--- src/rtl/uart_tx_fifo.sv ---
// Buffered UART transmitter: a FIFO behind a valid/ready write port feeding a
// framer with configurable data width, parity and stop bits.
module uart_tx_fifo #(
  parameter int CLK_PER_BAUD = 2604,
  parameter int DATA_BITS    = 8,
  parameter int PARITY       = 0,
  parameter int STOP_BITS    = 1,
  parameter int FIFO_DEPTH   = 16
) (
  input  logic                          clk,
  input  logic                          rst,
  input  logic [DATA_BITS-1:0]          tx_data,
  input  logic                          tx_valid,
  output logic                          tx_ready,
  output logic                          tx,
  output logic                          busy,
  output logic                          done,
  output logic [$clog2(FIFO_DEPTH):0]   fifo_count
);

  localparam int AW = $clog2(FIFO_DEPTH);
  localparam int BW = $clog2(CLK_PER_BAUD);

  localparam logic [BW-1:0] BAUD_LAST = BW'(CLK_PER_BAUD - 1);
  localparam logic [3:0]    DATA_LAST = 4'(DATA_BITS - 1);
  localparam logic [3:0]    STOP_LAST = 4'(STOP_BITS - 1);
  localparam logic [AW:0]   CNT_FULL  = (AW+1)'(FIFO_DEPTH);
  localparam logic [AW:0]   CNT_ONE   = (AW+1)'(1);

  localparam logic [2:0] S_IDLE  = 3'd0;
  localparam logic [2:0] S_START = 3'd1;
  localparam logic [2:0] S_DATA  = 3'd2;
  localparam logic [2:0] S_PAR   = 3'd3;
  localparam logic [2:0] S_STOP  = 3'd4;

  if (CLK_PER_BAUD < 2) begin : g_bad_cpb
    $error("uart_tx_fifo: CLK_PER_BAUD must be >= 2");
  end
  if (DATA_BITS < 5 || DATA_BITS > 9) begin : g_bad_data_bits
    $error("uart_tx_fifo: DATA_BITS must be in 5..9");
  end
  if (PARITY < 0 || PARITY > 2) begin : g_bad_parity
    $error("uart_tx_fifo: PARITY must be 0, 1 or 2");
  end
  if (STOP_BITS < 1 || STOP_BITS > 2) begin : g_bad_stop_bits
    $error("uart_tx_fifo: STOP_BITS must be 1 or 2");
  end
  if (FIFO_DEPTH < 2 || (FIFO_DEPTH & (FIFO_DEPTH - 1)) != 0) begin : g_bad_depth
    $error("uart_tx_fifo: FIFO_DEPTH must be a power of two >= 2");
  end

  logic [DATA_BITS-1:0] mem [FIFO_DEPTH];
  logic [AW-1:0]        wr_ptr;
  logic [AW-1:0]        rd_ptr;
  logic [AW:0]          count;

  logic [2:0]           state;
  logic [BW-1:0]        baud_cnt;
  logic [3:0]           bit_idx;
  logic [DATA_BITS-1:0] shift;
  logic                 par_bit;

  logic                 push;
  logic                 pop;
  logic                 bit_end;
  logic                 last_stop;
  logic [DATA_BITS-1:0] head;
  logic                 head_par;

  assign tx_ready   = (count != CNT_FULL);
  assign fifo_count = count;
  assign busy       = (state != S_IDLE);

  assign head      = mem[rd_ptr];
  assign head_par  = (PARITY == 2) ? (^head) : ~(^head);
  assign bit_end   = (baud_cnt == BAUD_LAST);
  assign last_stop = (state == S_STOP) && bit_end && (bit_idx == STOP_LAST);

  assign push = tx_valid && tx_ready;
  // A pop happens only where the framer starts a new frame: from IDLE, or
  // straight out of the final stop bit so back-to-back frames have no gap.
  assign pop  = (count != '0) && ((state == S_IDLE) || last_stop);

  always_ff @(posedge clk) begin
    if (push) begin
      mem[wr_ptr] <= tx_data;
    end
  end

  always_ff @(posedge clk) begin
    if (rst) begin
      wr_ptr <= '0;
      rd_ptr <= '0;
      count  <= '0;
    end else begin
      if (push) begin
        wr_ptr <= wr_ptr + AW'(1);
      end
      if (pop) begin
        rd_ptr <= rd_ptr + AW'(1);
      end
      case ({push, pop})
        2'b10:   count <= count + CNT_ONE;
        2'b01:   count <= count - CNT_ONE;
        default: count <= count;
      endcase
    end
  end

  always_ff @(posedge clk) begin
    if (rst) begin
      state    <= S_IDLE;
      baud_cnt <= '0;
      bit_idx  <= '0;
      shift    <= '0;
      par_bit  <= 1'b0;
      tx       <= 1'b1;
      done     <= 1'b0;
    end else begin
      done <= 1'b0;
      if (state != S_IDLE) begin
        baud_cnt <= bit_end ? '0 : baud_cnt + BW'(1);
      end
      case (state)
        S_IDLE: begin
          if (pop) begin
            state    <= S_START;
            shift    <= head;
            par_bit  <= head_par;
            baud_cnt <= '0;
            bit_idx  <= '0;
            tx       <= 1'b0;
          end
        end
        S_START: begin
          if (bit_end) begin
            state   <= S_DATA;
            bit_idx <= '0;
            tx      <= shift[0];
            shift   <= shift >> 1;
          end
        end
        S_DATA: begin
          if (bit_end) begin
            if (bit_idx == DATA_LAST) begin
              bit_idx <= '0;
              if (PARITY != 0) begin
                state <= S_PAR;
                tx    <= par_bit;
              end else begin
                state <= S_STOP;
                tx    <= 1'b1;
              end
            end else begin
              bit_idx <= bit_idx + 4'd1;
              tx      <= shift[0];
              shift   <= shift >> 1;
            end
          end
        end
        S_PAR: begin
          if (bit_end) begin
            state   <= S_STOP;
            bit_idx <= '0;
            tx      <= 1'b1;
          end
        end
        S_STOP: begin
          if (bit_end) begin
            if (bit_idx == STOP_LAST) begin
              done    <= 1'b1;
              bit_idx <= '0;
              if (pop) begin
                state   <= S_START;
                shift   <= head;
                par_bit <= head_par;
                tx      <= 1'b0;
              end else begin
                state <= S_IDLE;
              end
            end else begin
              bit_idx <= bit_idx + 4'd1;
            end
          end
        end
        default: begin
          state <= S_IDLE;
          tx    <= 1'b1;
        end
      endcase
    end
  end

endmodule

--- config.mk ---
export PLATFORM = sky130hd
export DESIGN_NAME = uart_tx_fifo
export DESIGN_NICKNAME = d
export VERILOG_FILES = /design/src/rtl/uart_tx_fifo.sv
export SDC_FILE = /design/constraint.sdc
export NUM_CORES = 1
export LEC_CHECK = 0
export CORE_ASPECT_RATIO = 1.25
export CORE_MARGIN = 3
export CORE_UTILIZATION = 35
export DETAILED_ROUTE_END_ITERATION = 16
export GPL_ROUTABILITY_DRIVEN = 0
export SETUP_SLACK_MARGIN = 0.02
export SLEW_MARGIN = 20
export SYNTH_ARGS = -nofsm -noshare
export SYNTH_HDL_FRONTEND = slang
export SYNTH_SLANG_ARGS = --single-unit
--- constraint.sdc ---
create_clock -name clk -period 7.7 [get_ports clk]
set_input_delay 0.77 -clock clk [delete_from_list [all_inputs] [get_ports clk]]
set_output_delay 0.77 -clock clk [all_outputs]
set_load 0.03 [all_outputs]
==> impl_metrics.csv <==
group,metric,value,unit
clock_tree,cts_root_buf,"clkbuf_16",
global_routing,grt_use_total,13.90,%
finish,layout.area.seq,0.004766,mm²
sta,worst_slew_pin_slew,1.022,ns
critical_path,critPathKind,"reg2reg",
critical_path,rr_endpoint,"fifo_count[4]",
logic_synthesis,synth_seq_area_share,63.47,%
sta,drv_slew,0,
finish,antenna_cells,0,
sta,finalCriticalPeriod,3.796,ns
floorplan,start_util,35.81,%
critical_path,startpoint_type,"flip-flop",
drt,drt-initial-drc-count,326,
critical_path,ff2ff_setup_slack,3.90,ns
finish,syn2layout_area_growth,13.92,%
pwr,static-leakage-power,2.732,nW
finish,final_cells,826,
logic_synthesis,synth-async-reset-ratio,0,%
logic_synthesis,synth_seq_cells,174,
floorplan,io_pins,20,
logic_synthesis,synth-main-ff-cell,"edfxtp_1",
drt,vias,4364,
drt,drt.antenna.violating_nets,0,
critical_path,slowest_stage,"nor3b_1",
clock_tree,cts-resized-gates,0,
finish,final_common_cell,"edfxtp_1",
critical_path,critPathMaxFanout,8,
logic_synthesis,yosysTopAreaCell,"edfxtp_1",
placed_design,dp_hpwl,10.13,mm
drt,routedWlPerCell,18.62,µm
sta,hold_violations,0,
drt,drc,0,
drt,drt-total-wl,15.38,mm
critical_path,worstRegToRegCells,13,
placed_design,place_inst,794,
min_path,min_from,"shift[1]",
global_routing,grt_overflow_total,0,
sta,setup-tns-final,0,ns
clock_tree,htree_levels,4,
finish,drive_gt1_share,14.67,%
sta,relSlewSlack,31.86,%
logic_synthesis,synth-edff-count,128,
global_routing,grt_pass1_wl,24.70,mm
critical_path,cp-startpoint,"bit_idx[0]",
global_routing,grt_max_degree,37,
sta,rsz0062_at_grt,"no",
sta,max_freq,263.5,MHz
floorplan,rows,59,
global_routing,antenna_found_initial,0,
critical_path,cpMostUsedCell,"ha_1",
critical_path,crit_required,8.01,ns
sta,skew,0.01388,ns
clock_tree,post_cts_buffers,0,
finish,finalNetCount,562,
logic_synthesis,synth_area_per_cell,14.27,µm²
global_routing,grt_pass1_vias,4467,
clock_tree,clkTransAtPathRegs,0.07,ns
logic_synthesis,synth_top_area_share,51.20,%
placed_design,pre_cts_slack,3.803,ns
finish,fin_util,40.79,%
sta,setup-violations-final,0,
logic_synthesis,synth_cell_types,70,
floorplan,die_h,169.7,µm
drt,first_pass_iters,5,
finish,most-common-layout-cells,"128 x edfxtp_1, 51 x nor2_1, 45 x dfxtp_1",
sta,fin_ws,3.904,ns
outcome,status,"complete, no violations",
floorplan,coreArea,0.02097,mm²
logic_synthesis,syn_inst,526,
critical_path,r2r-start,"bit_idx[0]",
finish,multiInputGateArea,0.002560,mm²
logic_synthesis,syn-cell-area,0.007507,mm²
clock_tree,cts_hold_buf,0,
min_path,hp-class,"reg2reg",
finish,fillCellCount,1918,
drt,vias_per_cell,5.283,
floorplan,dieArea,0.02325,mm²
sta,timing.final.crit_share,49.30,%
critical_path,crit_path_end_kind,"flip-flop",
pwr,ir_drop,0.1748,mV
clock_tree,cts_buffer_depth,2,
clock_tree,clkSinkCount,174,
clock_tree,cts_tree,"done",
clock_tree,cts_buffers,17,
critical_path,crit_path_cell_trace,"inv_1 -> ha_1 -> nor3b_1 -> nand4_1 -> a21oi_2 -> ha_1 -> xor2_1 -> ha_1 -> o21a_1 -> o22a_1 -> a21oi_1 -> mux2i_1 -> mux2_1",
logic_synthesis,syn_nets,549,
logic_synthesis,yosys-top-cells-area,"edfxtp_1 51%, dfxtp_1 12%, mux4_2 9.6%",
logic_synthesis,yosys_warnings,0,
run,timing.max_cap.violations,0,
critical_path,critPathCapture,"fifo_count[4]",
critical_path,arrival,4.10,ns
pwr,power_density,311.0,mW/mm²
clock_tree,clk_latency,0.42,ns
floorplan,die_x,137.0,µm
placed_design,port_buffers,19,
critical_path,max_stage_delay,0.59,ns
[where the power goes]
part / total, mW / internal [mW] / switching, mW / leakage, nW
clock network: 0.858 / 0.464 / 0.394 / 0.285
logic: 0.661 / 0.282 / 0.380 / 0.916
registers: 1.14 / 1.07 / 0.0678 / 1.53
[cell families (layout without fill, tap and decap cells)]
kind of cell,after synthesis,count (layout),share of synthesized area [%]
AO/OA/AOI/OAI,100,100,9.300
XOR/XNOR,10,10,1.167
adder cells (fa/ha/maj),12,12,2.000
buffers and inverters,44,70,2.433
flip-flops,174,174,63.47
multiplexers,41,41,10.83
AND/OR/NAND/NOR,145,145,10.80
[per-layer routing]
layer / vias to the layer above / routed length [µm] / GRT usage [%]
met4: 0 / 123 / 3.863
li1: 2072 / - / -
met1: 2198 / 6824 / 17.83
met5: - / 0 / 0
met3: 10 / 483 / 2.906
met2: 84 / 7952 / 23.84
[through the flow]
stage / hold slack, ns / instance area, µm² / power [mW]
global placement: 0.4657 / 7956 / 1.802
floorplan: 0.4432 / 7507 / 1.643
CTS: 0.4883 / 8552 / 2.685
detailed placement: 0.4654 / 7956 / 1.824
finish: 0.4880 / 8552 / 2.660
global route: 0.5177 / 8552 / 2.797
[worst max-delay path: cells and delay by family (launching register included)]
kind / cells / cell delay, ns
buffers and inverters: 1 / 0.06
muxes: 2 / 0.56
and+or+nand+nor: 2 / 0.88
xor gates and xnor gates: 1 / 0.11
adders and majority gates: 3 / 0.74
DFF: 1 / 0.34
AOI/OAI and AO/OA: 4 / 0.99
[state kept, by name, summed over array words and instances, names as in the netlist, named ones only]
signal / count
baud_cnt: 12
state: 3
rd_ptr: 4
fifo_count: 5
mem: 128
tx: 1
wr_ptr: 4
bit_idx: 4
done: 1
shift: 8
[final cells by class]
type                    instances  share of cell area (%)
inverters                      12                  0.5267
well taps                     274                   4.009
clock buffers                  18                   5.018
flip-flops and latches        174                   55.73
repair buffers                 26                   2.838
clock inverters                14                   1.946
multi-input cells             308                   29.93
[synth_stat cells, types with 2 or more instances]
master / count
or4b_1: 2
nor2b_1: 18
nand2_1: 14
buf_2: 8
xnor2_1: 3
o31a_1: 2
nor4_1: 2
o2bb2ai_1: 2
mux2i_1: 7
a21oi_1: 29
inv_2: 2
a221oi_1: 6
dfxtp_1: 46
a31oi_1: 2
a21boi_1: 2
clkbuf_1: 19
and3_1: 4
inv_1: 10
a22o_1: 7
o21a_1: 2
or3_1: 5
o21ai_1: 9
ha_1: 12
a22oi_1: 2
buf_4: 2
a311oi_1: 2
xor2_1: 7
nor3_1: 13
nor2_1: 51
edfxtp_1: 128
o21ai_0: 5
nand2b_1: 3
mux4_2: 32
nand4_1: 4
mux2_1: 2
buf_1: 3
nor3b_1: 6
nand3_1: 6
a211oi_1: 12
nand3b_1: 2
or3b_1: 4
[worst min-delay path by stage]
| stage | end | slack, ns | cells past startpoint |
|---|---|---|---|
| floorplan | shift[0] | 0.44 | 1 |
| global placement | shift[6] | 0.47 | 1 |
| detailed placement | shift[5] | 0.47 | 1 |
| CTS | shift[5] | 0.49 | 1 |
| global route | shift[0] | 0.52 | 1 |
| finish | shift[1] | 0.49 | 1 |
(Power assumes the default switching activity.)
